==> config.mk <==
export PLATFORM = sky130hd
export DESIGN_NAME = dcache_req_ctrl
export DESIGN_NICKNAME = d
export VERILOG_FILES = /design/src/rtl/drac_pkg.sv /design/src/rtl/dcache_req_ctrl.sv
export SDC_FILE = /design/constraint.sdc
export NUM_CORES = 1
export LEC_CHECK = 0
export ABC_AREA = 1
export CAP_MARGIN = 20
export CORE_AREA = 2 2 299 301
export DETAILED_ROUTE_END_ITERATION = 10
export DIE_AREA = 0 0 301 303
export GPL_TIMING_DRIVEN = 0
export REMOVE_ABC_BUFFERS = 1
export SLEW_MARGIN = 10
export SYNTH_ARGS = -nofsm -noshare
export SYNTH_HDL_FRONTEND = slang
export SYNTH_SLANG_ARGS = --single-unit
==> constraint.sdc <==
create_clock -name clk_i -period 2.9 [get_ports clk_i]
set_clock_uncertainty 0.15 [all_clocks]
set_input_delay 0.29 -clock clk_i [delete_from_list [all_inputs] [get_ports clk_i]]
set_output_delay 0.29 -clock clk_i [all_outputs]
set_load 0.05 [all_outputs]
==> src/rtl/drac_pkg.sv <==
// Shared core types: register/address widths, instruction encoding and the
// CPU <-> dcache request/response payloads used by the memory stage.
package drac_pkg;

   localparam int unsigned XLEN   = 64;
   localparam int unsigned REG_W  = 5;
   localparam int unsigned ADDR_W = 40;

   typedef logic [REG_W-1:0]  reg_t;
   typedef logic [ADDR_W-1:0] addr_t;
   typedef logic [XLEN-1:0]   bus64_t;

   typedef enum logic [5:0] {
      NOP,
      LD, LW, LWU, LH, LHU, LB, LBU,
      SD, SW, SH, SB,
      AMO_SWAPW, AMO_ADDW, AMO_SWAPD, AMO_ADDD,
      LR_W, SC_W
   } instr_type_t;

   typedef struct packed {
      logic        valid;
      logic        kill;
      bus64_t      data_rs1;
      bus64_t      data_rs2;
      instr_type_t instr_type;
      logic [2:0]  mem_size;
      reg_t        rd;
      bus64_t      imm;
      addr_t       io_base_addr;
   } req_cpu_dcache_t;

   typedef struct packed {
      logic   ready;
      logic   lock;
      bus64_t data;
      bus64_t addr;
      logic   xcpt_ma_st;
      logic   xcpt_ma_ld;
      logic   xcpt_pf_st;
      logic   xcpt_pf_ld;
   } resp_dcache_cpu_t;

   typedef enum logic [1:0] {
      IDLE,
      ISSUE,
      WAIT,
      DONE
   } dcache_ctrl_state_t;

endpackage

==> src/rtl/dcache_req_ctrl.sv <==
// Memory-stage sequencer: captures one load/store/AMO, issues it to the
// dcache under lock back-pressure, waits for the response and returns it.
module dcache_req_ctrl
   import drac_pkg::*;
#(
   parameter int unsigned RESP_TIMEOUT = 1023
) (
   input  logic             clk_i,
   input  logic             rst_i,
   input  logic             req_valid_i,
   input  instr_type_t      instr_type_i,
   input  logic [2:0]       mem_size_i,
   input  reg_t             rd_i,
   input  logic [63:0]      data_rs1_i,
   input  logic [63:0]      data_rs2_i,
   input  logic [63:0]      imm_i,
   input  addr_t            io_base_addr_i,
   input  logic             kill_i,
   input  resp_dcache_cpu_t resp_dcache_i,
   output req_cpu_dcache_t  req_dcache_o,
   output logic             stall_o,
   output logic             done_valid_o,
   output logic [63:0]      done_data_o,
   output reg_t             done_rd_o,
   output logic             done_we_o,
   output logic             xcpt_o,
   output logic             xcpt_ma_o,
   output logic             xcpt_pf_o,
   output logic [63:0]      xcpt_addr_o,
   output logic             timeout_o
);

   localparam int unsigned CNT_W = $clog2(RESP_TIMEOUT + 1);

   dcache_ctrl_state_t state_q, state_d;
   logic [CNT_W-1:0]   cnt_q, cnt_d;

   // Latched request fields
   instr_type_t instr_type_q;
   logic [2:0]  mem_size_q;
   reg_t        rd_q;
   logic [63:0] rs1_q, rs2_q, imm_q;
   addr_t       io_base_q;

   // Registered outputs
   logic        req_valid_q, req_valid_d;
   logic        req_kill_q, req_kill_d;
   logic        done_valid_q, done_valid_d;
   logic [63:0] done_data_q, done_data_d;
   reg_t        done_rd_q, done_rd_d;
   logic        done_we_q, done_we_d;
   logic        xcpt_q, xcpt_d;
   logic        ma_q, ma_d;
   logic        pf_q, pf_d;
   logic [63:0] xaddr_q, xaddr_d;
   logic        timeout_q, timeout_d;

   logic capture_c, accept_c, complete_c, expire_c, timeout_c, wait_kill_c;
   logic store_c, resp_ma_c, resp_pf_c, resp_we_c;

   assign capture_c   = (state_q == IDLE) & req_valid_i & ~kill_i;
   assign accept_c    = (state_q == ISSUE) & ~resp_dcache_i.lock;
   assign complete_c  = (state_q == WAIT) & resp_dcache_i.ready;
   assign wait_kill_c = (state_q == WAIT) & kill_i;
   // Counter value entering this cycle's increment is RESP_TIMEOUT-1, so it reaches RESP_TIMEOUT now
   assign expire_c    = ((state_q == ISSUE) | (state_q == WAIT)) &
                        (cnt_q == CNT_W'(RESP_TIMEOUT - 1));
   assign timeout_c   = expire_c & ~kill_i & ~accept_c & ~complete_c;

   assign store_c   = (instr_type_q == SD) | (instr_type_q == SW) |
                      (instr_type_q == SH) | (instr_type_q == SB);
   assign resp_ma_c = resp_dcache_i.xcpt_ma_ld | resp_dcache_i.xcpt_ma_st;
   assign resp_pf_c = resp_dcache_i.xcpt_pf_ld | resp_dcache_i.xcpt_pf_st;
   assign resp_we_c = ~store_c & (rd_q != '0) & ~resp_ma_c & ~resp_pf_c;

   // State register
   always_ff @(posedge clk_i) begin
      if (rst_i) state_q <= IDLE;
      else       state_q <= state_d;
   end

   // Next-state logic; kill beats completion beats timeout
   always_comb begin
      state_d = state_q;
      case (state_q)
         IDLE:    if (capture_c) state_d = ISSUE;
         ISSUE: begin
            if (kill_i)                    state_d = IDLE;
            else if (!resp_dcache_i.lock)  state_d = WAIT;
            else if (expire_c)             state_d = DONE;
         end
         WAIT: begin
            if (kill_i)                    state_d = IDLE;
            else if (resp_dcache_i.ready)  state_d = DONE;
            else if (expire_c)             state_d = DONE;
         end
         DONE:    state_d = IDLE;
         default: state_d = IDLE;
      endcase
   end

   // Next values of the registered outputs and the watchdog counter
   always_comb begin
      cnt_d        = cnt_q;
      req_valid_d  = 1'b0;
      req_kill_d   = 1'b0;
      done_valid_d = 1'b0;
      done_data_d  = '0;
      done_rd_d    = '0;
      done_we_d    = 1'b0;
      xcpt_d       = 1'b0;
      ma_d         = 1'b0;
      pf_d         = 1'b0;
      xaddr_d      = '0;
      timeout_d    = 1'b0;

      case (state_q)
         IDLE:        cnt_d = '0;
         ISSUE, WAIT: cnt_d = cnt_q + CNT_W'(1);
         default:     cnt_d = cnt_q;
      endcase

      req_valid_d = (state_d == ISSUE);
      req_kill_d  = wait_kill_c | timeout_c;

      if (complete_c && !kill_i) begin
         done_valid_d = 1'b1;
         done_rd_d    = rd_q;
         done_we_d    = resp_we_c;
         done_data_d  = resp_we_c ? resp_dcache_i.data : 64'd0;
         ma_d         = resp_ma_c;
         pf_d         = resp_pf_c;
         xcpt_d       = resp_ma_c | resp_pf_c;
         xaddr_d      = resp_dcache_i.addr;
      end else if (timeout_c) begin
         done_valid_d = 1'b1;
         done_rd_d    = rd_q;
         timeout_d    = 1'b1;
         xcpt_d       = 1'b1;
         xaddr_d      = rs1_q + imm_q;
      end
   end

   // Request capture
   always_ff @(posedge clk_i) begin
      if (rst_i) begin
         instr_type_q <= NOP;
         mem_size_q   <= '0;
         rd_q         <= '0;
         rs1_q        <= '0;
         rs2_q        <= '0;
         imm_q        <= '0;
         io_base_q    <= '0;
      end else if (capture_c) begin
         instr_type_q <= instr_type_i;
         mem_size_q   <= mem_size_i;
         rd_q         <= rd_i;
         rs1_q        <= data_rs1_i;
         rs2_q        <= data_rs2_i;
         imm_q        <= imm_i;
         io_base_q    <= io_base_addr_i;
      end
   end

   // Output and counter registers
   always_ff @(posedge clk_i) begin
      if (rst_i) begin
         cnt_q        <= '0;
         req_valid_q  <= 1'b0;
         req_kill_q   <= 1'b0;
         done_valid_q <= 1'b0;
         done_data_q  <= '0;
         done_rd_q    <= '0;
         done_we_q    <= 1'b0;
         xcpt_q       <= 1'b0;
         ma_q         <= 1'b0;
         pf_q         <= 1'b0;
         xaddr_q      <= '0;
         timeout_q    <= 1'b0;
      end else begin
         cnt_q        <= cnt_d;
         req_valid_q  <= req_valid_d;
         req_kill_q   <= req_kill_d;
         done_valid_q <= done_valid_d;
         done_data_q  <= done_data_d;
         done_rd_q    <= done_rd_d;
         done_we_q    <= done_we_d;
         xcpt_q       <= xcpt_d;
         ma_q         <= ma_d;
         pf_q         <= pf_d;
         xaddr_q      <= xaddr_d;
         timeout_q    <= timeout_d;
      end
   end

   always_comb begin
      req_dcache_o              = '0;
      req_dcache_o.valid        = req_valid_q;
      req_dcache_o.kill         = req_kill_q;
      req_dcache_o.data_rs1     = rs1_q;
      req_dcache_o.data_rs2     = rs2_q;
      req_dcache_o.instr_type   = instr_type_q;
      req_dcache_o.mem_size     = mem_size_q;
      req_dcache_o.rd           = rd_q;
      req_dcache_o.imm          = imm_q;
      req_dcache_o.io_base_addr = io_base_q;
   end

   // A commit kill landing on the result cycle cancels write-back
   assign done_valid_o = done_valid_q & ~kill_i;
   assign done_data_o  = done_data_q;
   assign done_rd_o    = done_rd_q;
   assign done_we_o    = done_we_q;
   assign xcpt_o       = xcpt_q;
   assign xcpt_ma_o    = ma_q;
   assign xcpt_pf_o    = pf_q;
   assign xcpt_addr_o  = xaddr_q;
   assign timeout_o    = timeout_q;

   assign stall_o = (state_q == ISSUE) | (state_q == WAIT) | capture_c;

endmodule

After elaboration in Yosys (flattened, before gate mapping)
Index checks and enable logic that the tools add are counted.
W data, S select, Z words.

word-level totals
  register bits after elaboration = 399
  latch bits = 0
  RAM bits = 0
  bits in read-only memories = 0
  input port bits = 384
  output and inout port bits = 388
  word-level logic and storage cells = 86
  memories = 0

operators by class
  add/sub/neg operators = 2
  multiply operators = 0
  divide/modulo/power cells = 0
  magnitude comparators = 0
  equal/unequal tests = 9
  shifts and indexed selects = 0
  multiplexer cells = 15
  bitwise gates (word level) = 31
  reduce and logical (&&, ||, !) cells = 9

operators with widths
  kind                     number
  $mux W64                 2
  $add A64 B64 Y64         1
  $eq A6 B4 Y1 const B     4
  $pmux W10 S2             1
  $and A1 B1 Y1            13
  $mux W2                  6
  $add A10 B1 Y10 const B  1
  $eq A10 B10 Y1 const B   1
  $mux W5                  2
  $not A1 Y1               9
  $or A1 B1 Y1             9
  $pmux W2 S4              1
  $reduce_or A2 Y1         3
  $reduce_bool A5 Y1       1
  $eq A2 B1 Y1 const B     2
  $eq A2 B2 Y1 const B     2
  $mux W1                  3
  $reduce_or A3 Y1         1
  $logic_not A2 Y1         1
  $reduce_bool A2 Y1       1
  $logic_and A1 B1 Y1      1
  $logic_not A1 Y1         1

Longest topological paths before layout
Gate-level depths: netlist of the first run.

  word-level depth = 10
  mapped depth = 17
  mapped depth without buffers = 17

Worst setup path after synthesis of the first run
No wires, ideal clock.

  kind = register -> register
  start = register rs1_q[0]
  end = register xaddr_q[62] (netlist: xcpt_addr_o[62])
  setup time = 113 ps
  data arrival time = 2,223 ps
  data required time = 2,637 ps
  setup slack = 414 ps
  stages on the path, launching flop included = 18
  buffers on the path = 0
  clock period less this slack = 2,486 ps
  cells stage by stage = dfxtp_1 -> ha_1 -> inv_1 -> fa_1 -> inv_1 -> nand3_1 -> nand2_2 -> nand2_1 -> nand2_1 -> nand2_1 -> nand2_2 -> nand2_1 -> nand2_2 -> nand2_1 -> nand2_1 -> nand2_1 -> nand3_1 -> nand2_1

between the ends
  longest elaborated chain between the ends = 3

RTL lines
  what                    RTL line                source
  from (decl)             dcache_req_ctrl.sv:42   logic [63:0] rs1_q, rs2_q, imm_q;
  from (signal assigned)  dcache_req_ctrl.sv:158  rs1_q <= data_rs1_i;
  $add A64 B64 Y64        dcache_req_ctrl.sv:140  xaddr_d = rs1_q + imm_q;
  $mux W64                dcache_req_ctrl.sv:135  end else if (timeout_c) begin
  $mux W64                dcache_req_ctrl.sv:126  if (complete_c && !kill_i) begin
  to (signal assigned)    dcache_req_ctrl.sv:191  xaddr_q <= xaddr_d;
  to (decl)               dcache_req_ctrl.sv:55   logic [63:0] xaddr_q, xaddr_d;

No other way between the ends.
A chain may end at the register's enable or synchronous reset.

Final worst setup path of the first run
  start = register imm_q[0]
  end = register xaddr_q[60] (netlist: xcpt_addr_o[60])

between the ends
  longest elaborated chain between the ends = 3

RTL lines
  what                    RTL line                source
  from (decl)             dcache_req_ctrl.sv:42
  from (signal assigned)  dcache_req_ctrl.sv:160  imm_q <= imm_i;
  $add A64 B64 Y64        dcache_req_ctrl.sv:140
  $mux W64                dcache_req_ctrl.sv:135
  $mux W64                dcache_req_ctrl.sv:126

No other way between the ends.

==> load_flow_metrics.sql, run 1 <==
INSERT INTO impl_metrics (metric_group, metric, value, unit) VALUES
('floorplanning', 'floorplan.io_pins', '772', ''),
('floorplanning', 'die_w', '301', 'um'),
('worst_setup_path', 'worst_r2r_startpoint', 'imm_q[0]', ''),
('global_routing', 'grt.total_usage', '18.47', '%'),
('sta', 'final.min_clock_period', '2717', 'ps'),
('outcome', 'status', 'finished, final reports clean', ''),
('sta', 'fmaxAchievable', '368.1', 'MHz'),
('sta', 'finalSetupViolations', '0', ''),
('synth', 'synth.avg_cell_area', '6.531', 'sq um'),
('global_routing', 'grt_pass1_wl', '125500', 'um'),
('layout', 'most_frequent_cells_in_the_layout', 'clkdlybuf4s50_1 (770), nand2_1 (729), nor2_1 (655), inv_1 (420), dfxtp_1 (399)', ''),
('synth', 'postSynthCellCount', '2926', ''),
('global_routing', 'first_global_vias', '19543', ''),
('layout', 'finish.utilization', '34.08', '%'),
('cts', 'clock_network_latency_to_the_later_pin_of_the_worst_skew_pair', '620', 'ps'),
('routing', 'drt_initial_violations', '1006', ''),
('cts', 'cts_buffer_count', '50', ''),
('worst_setup_path', 'arrival', '3060', 'ps'),
('synth', 'synthesis.yosys.warnings', '0', ''),
('routing', 'routed_wire_length_per_instance', '18.32', 'um'),
('global_routing', 'antenna_violations_before_repair', '18', ''),
('min_path', 'worst_hold_path_type', 'in -> reg', ''),
('routing', 'detail_route.first_pass.iterations', '5', ''),
('sta', 'rsz_0062_raised_after_global_routing', 'false', ''),
('synth', 'ys_dominant_reg_cell', 'dfxtp_1', ''),
('routing', 'route.detailed.vias_per_inst', '4.224', ''),
('worst_setup_path', 'critical_path.startpoint_type', 'register', ''),
('routing', 'detailroute.via_count', '20570', ''),
('cts', 'cts_tree', 'built', ''),
('cts', 'number_of_buffers_between_clock_root_and_the_deepest_sink', '3', ''),
('worst_setup_path', 'critical_path.most_common_cell', 'nand2_1', ''),
('layout', 'fin_nets', '4117', ''),
('power_and_ir_drop', 'power.density_cell_area', '536.0', 'nW/um^2'),
('place', 'hpwlAfterDp', '70240', 'um'),
('routing', 'postRouteWirelength', '89240', 'um'),
('min_path', 'holdCritStartpoint', 'resp_dcache_i[77]', ''),
('layout', 'finish.instance_area', '29980', 'sq um'),
('global_routing', 'globalRoute.totalOverflow', '0', ''),
('place', 'placed_area', '28080', 'sq um'),
('sta', 'worst-slew-pin-transition', '845.7', 'ps'),
('power_and_ir_drop', 'vdd_ir_drop_max', '0.5255', 'mV'),
('synth', 'asyncSetResetFlopFracSynth', '0', '%'),
('cts', 'htree_num_levels', '2', ''),
('place', 'number_of_input_and_output_port_buffers_inserted', '771', ''),
('cts', 'clock-root-buffer', 'clkbuf_16', ''),
('sta', 'slew_headroom', '43.62', '%'),
('layout', 'mostFrequentLayoutCell', 'clkdlybuf4s50_1', ''),
('cts', 'clock_sinks', '399', ''),
('worst_setup_path', 'critPathLaunch', 'imm_q[0]', ''),
('sta', 'hold_violations', '0', ''),
('worst_setup_path', 'cp_slowest_stage_delay', '430', 'ps'),
('sta', 'finalCritPeriodShare', '93.68', '%'),
('power_and_ir_drop', 'p_leak', '13.61', 'nW'),
('floorplanning', 'starting_utilization_of_the_core_area', '21.73', '%'),
('layout', 'fraction_of_final_layout_cells_sized_beyond_drive_strength_1', '4.457', '%'),
('worst_setup_path', 'critical_path.endpoint_type', 'register', ''),
('synth', 'synth_seq_cells', '399', ''),
('worst_setup_path', 'timing.critical_path.cells', 'ha_1 -> inv_1 -> fa_1 -> inv_1 -> nand3_1 -> nand2_2 -> nand3_1 -> nand3b_2 -> nand2_1 -> nand2_1 -> nand2_1 -> nand2_1 -> nand2_1 -> nand3_1 -> nand2_1', ''),
('worst_setup_path', 'crit_fanout', '4', ''),
('worst_setup_path', 'cp_slowest_cell', 'fa_1', ''),
('floorplanning', 'std_cell_rows', '109', ''),
('floorplanning', 'floorplan.core_area', '87970', 'sq um'),
('synth', 'yosysUniqueCellTypes', '43', ''),
('sta', 'setup_tns', '0', 'ps'),
('routing', 'drc', '0', ''),
('place', 'place.gp.congestion', '0.9329', ''),
('worst_setup_path', 'crit_type', 'reg -> reg', ''),
('cts', 'path_clk_slew', '60', 'ps'),
('synth', 'synth-edff-count', '0', ''),
('floorplanning', 'chipHeight', '303', 'um'),
('worst_setup_path', 'worst-endpoint-required', '3250', 'ps'),
('routing', 'postRouteAntennaNets', '0', ''),
('layout', 'fill_cell_instance_count_of_the_final_layout', '9484', ''),
('synth', 'synth_sequential_area_ratio', '41.80', '%'),
('synth', 'mappedNetlistArea', '19110', 'sq um'),
('global_routing', 'grt_start_max_net_pins', '129', ''),
('layout', 'syn2layout_area_growth', '56.86', '%'),
('floorplanning', 'fp.dieArea', '91200', 'sq um'),
('job', 'max_cap_violations', '0', ''),
('sta', 'final-max-slew-violation-count', '0', '');
-- sequential cells by signal (all words and copies together), names as in the netlist --
signal	cells
timeout_o	1
mem_size_q	3
done_data_o	64
state_q	2
xcpt_o	1
rd_q	5
done_valid_q	1
rs1_q	64
cnt_q	10
instr_type_q	6
req_kill_q	1
xcpt_ma_o	1
io_base_q	40
imm_q	64
xcpt_pf_o	1
rs2_q	64
req_valid_q	1
done_we_o	1
xcpt_addr_o	64
done_rd_o	5
-- cell usage after synthesis, types with 2 or more instances --
cell	instances	area (sq um)
clkbuf_1	56	210.2
ha_1	69	863.3
buf_6	4	45.04
nor3_1	15	75.07
nand2_1	730	2740
nor3_2	6	60.06
buf_1	2	7.510
nor2_1	655	2459
clkinv_1	2	7.510
nand3_1	72	360.4
nand4_1	4	25.02
o21bai_1	3	22.52
buf_2	36	180.2
nand3_2	4	40.04
nor4_2	2	25.02
o21ai_1	24	120.1
a21oi_1	76	380.4
nand3b_1	5	37.54
xnor2_1	11	96.34
and3_1	2	12.51
buf_4	3	22.52
inv_2	10	37.54
nand2_2	19	118.9
nor2_2	11	68.82
dfxtp_1	399	7988
nand3b_2	3	33.78
inv_1	422	1584
o21ai_0	266	1331
-- report_power, final --
group | switching, mW | total [mW] | internal [mW] | leakage, nW
sequential | 0.215 | 5.95 | 5.73 | 3.26
combinational | 1.97 | 3.23 | 1.26 | 9.46
clock | 2.71 | 6.90 | 4.19 | 0.892
-- area by class of cell --
type | instances | area (sq um) | share of cell area (%)
Clock inverter | 25 | 381.6 | 1.273
Inverter | 435 | 1663 | 5.547
Sequential cell | 399 | 7988 | 26.65
Antenna cell | 3 | 7.507 | 0.02504
Timing Repair Buffer | 784 | 8004 | 26.70
Tap cell | 1165 | 1458 | 4.862
Multi-Input combinational cell | 1993 | 9055 | 30.21
Clock buffer | 66 | 1421 | 4.741
-- worst paths after layout --
path	to	slack (ps)	depth (start not counted)
worst min-delay path	done_data_o[9]	50	3
worst max register to register	xcpt_addr_o[60]	180	15
worst min register to register	cnt_q[2]	320	1
worst max-delay path	xcpt_addr_o[60]	180	15
-- metal layers --
layer | vias to the layer above | GRT usage, % | part of all wire, %
li1 | 10416 | - | -
met1 | 9364 | 21.15 | 40
met2 | 626 | 33.00 | 49
met3 | 144 | 5.414 | 7.4
met4 | 20 | 5.603 | 3.1
met5 | - | 0 | 0.14
-- cells by family after synthesis --
group           after synthesis  synth area share, %
buf+inv                     536                11.01
xor+xnor                     12               0.5499
compound gates              375                9.958
fa+ha+maj                    70                4.622
simple gates               1534                32.07
flops                       399                41.80
-- what timing repair did --
action | in CTS | in global routing
endpoints found under the hold margin | 2 | 0
pin swaps | 1 | 0
setup buffers | 0 | 1
hold buffers | 2 | 0
resized for setup | 6 | 2
gates cloned | 1 | 2
endpoints found under the setup margin | 26 | 99
-- per-stage QoR --
stage          hold slack [ps]  worst slack [ps]  std cells  total power, mW
3_3_place_gp             304.8            -12140       4761            9.305
6_report                 48.52             183.4       4870            16.07
4_1_cts                 0.6235             10.86       4864            16.33
2_1_floorplan            209.1             -4467       2825            7.800
5_1_grt                  19.55             68.01       4868            16.75
3_5_place_dp             312.9            -428.1       4770            9.292
-- worst max-delay path: cells and delay by family, from the launching register on --
kind,cells,cell delay [ps]
DFF,1,370
buffers and inverters,2,140
and+or+nand+nor,11,1330
adders and majority gates,2,620
No activity file was read; power rests on OpenSTA's default activity.
==> inputs of run 2 (changes only) <==
--- a/config.mk
+++ b/config.mk
@@ -12,6 +12,7 @@
 export DIE_AREA = 0 0 301 303
 export GPL_TIMING_DRIVEN = 0
 export REMOVE_ABC_BUFFERS = 1
+export SKIP_LAST_GASP = 1
 export SLEW_MARGIN = 10
 export SYNTH_ARGS = -nofsm -noshare
 export SYNTH_HDL_FRONTEND = slang
==> run 2 against run 1 <==
Cell area is the same. Sequential power about the same. Count of clock-buffer cells in the layout stayed put. Final cell count unchanged. Routed wire length unchanged. Sequential cell count stayed put. Register-to-register slack is essentially flat. Combinational power about the same. First-iteration DRC count unchanged. Setup slack did not move.
==> load_flow_metrics.sql, run 2 (synthesis results as in run 1) <==
INSERT INTO impl_metrics (metric_group, metric, value, unit) VALUES
('sta', 'rsz_0062_raised_after_global_routing', 'false', ''),
('layout', 'fill_cell_instance_count_of_the_final_layout', '9484', ''),
('cts', 'clock-root-buffer', 'clkbuf_16', ''),
('sta', 'fmaxAchievable', '368.1', 'MHz'),
('sta', 'worst-slew-pin-transition', '845.7', 'ps'),
('sta', 'hold_violations', '0', ''),
('power_and_ir_drop', 'vdd_ir_drop_max', '0.5255', 'mV'),
('cts', 'clock_sinks', '399', ''),
('place', 'number_of_input_and_output_port_buffers_inserted', '771', ''),
('layout', 'most_frequent_cells_in_the_layout', 'clkdlybuf4s50_1 (770), nand2_1 (729), nor2_1 (655), inv_1 (420), dfxtp_1 (399)', ''),
('floorplanning', 'fp.dieArea', '91200', 'sq um'),
('layout', 'finish.instance_area', '29980', 'sq um'),
('power_and_ir_drop', 'p_leak', '13.61', 'nW'),
('sta', 'final-max-slew-violation-count', '0', ''),
('routing', 'detail_route.first_pass.iterations', '5', ''),
('place', 'place.gp.congestion', '0.9329', ''),
('routing', 'routed_wire_length_per_instance', '18.32', 'um'),
('worst_setup_path', 'timing.critical_path.cells', 'ha_1 -> inv_1 -> fa_1 -> inv_1 -> nand3_1 -> nand2_2 -> nand3_1 -> nand3b_2 -> nand2_1 -> nand2_1 -> nand2_1 -> nand2_1 -> nand2_1 -> nand3_1 -> nand2_1', ''),
('cts', 'number_of_buffers_between_clock_root_and_the_deepest_sink', '3', ''),
('floorplanning', 'chipHeight', '303', 'um'),
('min_path', 'worstHoldPathCells', '3', ''),
('routing', 'drc', '0', ''),
('sta', 'finalSetupViolations', '0', ''),
('routing', 'route.detailed.vias_per_inst', '4.224', ''),
('layout', 'syn2layout_area_growth', '56.86', '%'),
('worst_setup_path', 'worst_r2r_path_depth', '15', ''),
('worst_setup_path', 'critical_path.endpoint_type', 'register', ''),
('cts', 'cts_tree', 'built', ''),
('worst_setup_path', 'cp_slowest_stage_delay', '430', 'ps'),
('layout', 'fraction_of_final_layout_cells_sized_beyond_drive_strength_1', '4.457', '%'),
('worst_setup_path', 'cp_slowest_cell', 'fa_1', ''),
('sta', 'final.min_clock_period', '2717', 'ps'),
('layout', 'area.sequential', '7988', 'sq um'),
('worst_setup_path', 'crit_type', 'reg -> reg', ''),
('sta', 'slew_headroom', '43.62', '%'),
('floorplanning', 'die_w', '301', 'um'),
('cts', 'cts_buffer_count', '50', ''),
('layout', 'mostFrequentLayoutCell', 'clkdlybuf4s50_1', ''),
('global_routing', 'grt_start_max_net_pins', '129', ''),
('routing', 'drt_initial_violations', '1006', ''),
('floorplanning', 'floorplan.io_pins', '772', ''),
('floorplanning', 'starting_utilization_of_the_core_area', '21.73', '%'),
('cts', 'path_clk_slew', '60', 'ps'),
('place', 'hpwlAfterDp', '70240', 'um'),
('min_path', 'worst_hold_path_type', 'in -> reg', ''),
('sta', 'finalCritPeriodShare', '93.68', '%'),
('cts', 'clock_network_latency_to_the_later_pin_of_the_worst_skew_pair', '620', 'ps'),
('layout', 'fin_nets', '4117', ''),
('worst_setup_path', 'arrival', '3060', 'ps'),
('worst_setup_path', 'critical_path.startpoint_type', 'register', ''),
('power_and_ir_drop', 'totalPowerFinal', '16.07', 'mW'),
('global_routing', 'grt_pass1_wl', '125400', 'um'),
('cts', 'htree_num_levels', '2', ''),
('power_and_ir_drop', 'power.density_cell_area', '536.0', 'nW/um^2'),
('layout', 'multiInputGateArea', '9055', 'sq um'),
('routing', 'detailroute.via_count', '20570', ''),
('job', 'max_cap_violations', '0', ''),
('worst_setup_path', 'worst-endpoint-required', '3250', 'ps'),
('worst_setup_path', 'crit_fanout', '4', ''),
('outcome', 'status', 'finished, final reports clean', ''),
('global_routing', 'first_global_vias', '19539', ''),
('worst_setup_path', 'critical_path.most_common_cell', 'nand2_1', ''),
('floorplanning', 'std_cell_rows', '109', ''),
('global_routing', 'globalRoute.totalOverflow', '0', ''),
('routing', 'postRouteWirelength', '89240', 'um'),
('routing', 'postRouteAntennaNets', '0', ''),
('global_routing', 'antenna_violations_before_repair', '18', ''),
('floorplanning', 'floorplan.core_area', '87970', 'sq um'),
('global_routing', 'grt.total_usage', '18.46', '%'),
('place', 'placed_area', '28080', 'sq um');
run 2: cell counts in the layout (fill, tap and decap cells not counted):
No cell type changed its count.
run 2: report_power, final:
group	internal [mW]	total, mW	switching [mW]
clock	4.19	6.90	2.71
combinational	1.26	3.23	1.97
sequential	5.73	5.95	0.215
run 2: critical path, delay by kind of cell, from the launching register on:
kind | cells | cell delay, ps
DFF | 1 | 370
adders and majority gates | 2 | 620
buffers and inverters | 2 | 140
and+or+nand+nor | 11 | 1330
run 2: final timing paths:
path,from,end,slack (ps)
setup / recovery,imm_q[0],xcpt_addr_o[60],180
hold / removal,resp_dcache_i[77],done_data_o[9],50
setup reg to reg,imm_q[0],xcpt_addr_o[60],180
hold reg to reg,cnt_q[2],cnt_q[2],320
run 2: layout make-up:
cell class | count | area share, %
antenna | 3 | 0.02504
timing repair buffer | 784 | 26.70
clock buffer | 66 | 4.741
inverter | 435 | 5.547
sequential | 399 | 26.65
clock inverter | 25 | 1.273
tap | 1165 | 4.862
multi-input combinational | 1993 | 30.21
run 2: through the flow:
step	TNS (ps)	hold WS, ps	worst slack (ps)	instances	util, %
2_1_floorplan	-1333460	209.1	-4467	2825	-
3_3_place_gp	-3969190	304.8	-12140	4761	31.63
3_5_place_dp	-74380	312.9	-428.1	4770	31.92
4_1_cts	-80.94	0.6235	-80.94	4864	34.01
5_1_grt	0	19.55	68.01	4868	34.07
6_report	0	48.52	183.4	4870	34.08
run 2: timing repair:
item | 4_1_cts | 5_1_grt
resized for setup | 5 | 3
setup buffers | 0 | 1
endpoints found under the hold margin | 2 | 0
hold buffers | 2 | 0
endpoints found under the setup margin | 26 | 201
gates cloned | 1 | 2
pin swaps | 1 | 0
run 2: per-layer routing:
metal / share of wire [%] / GRT usage (%) / wire length, um
met4: 3.1 / 5.603 / 2795
met3: 7.4 / 5.414 / 6597
met2: 49 / 32.98 / 44000
met1: 40 / 21.15 / 35720
met5: 0.14 / 0 / 127
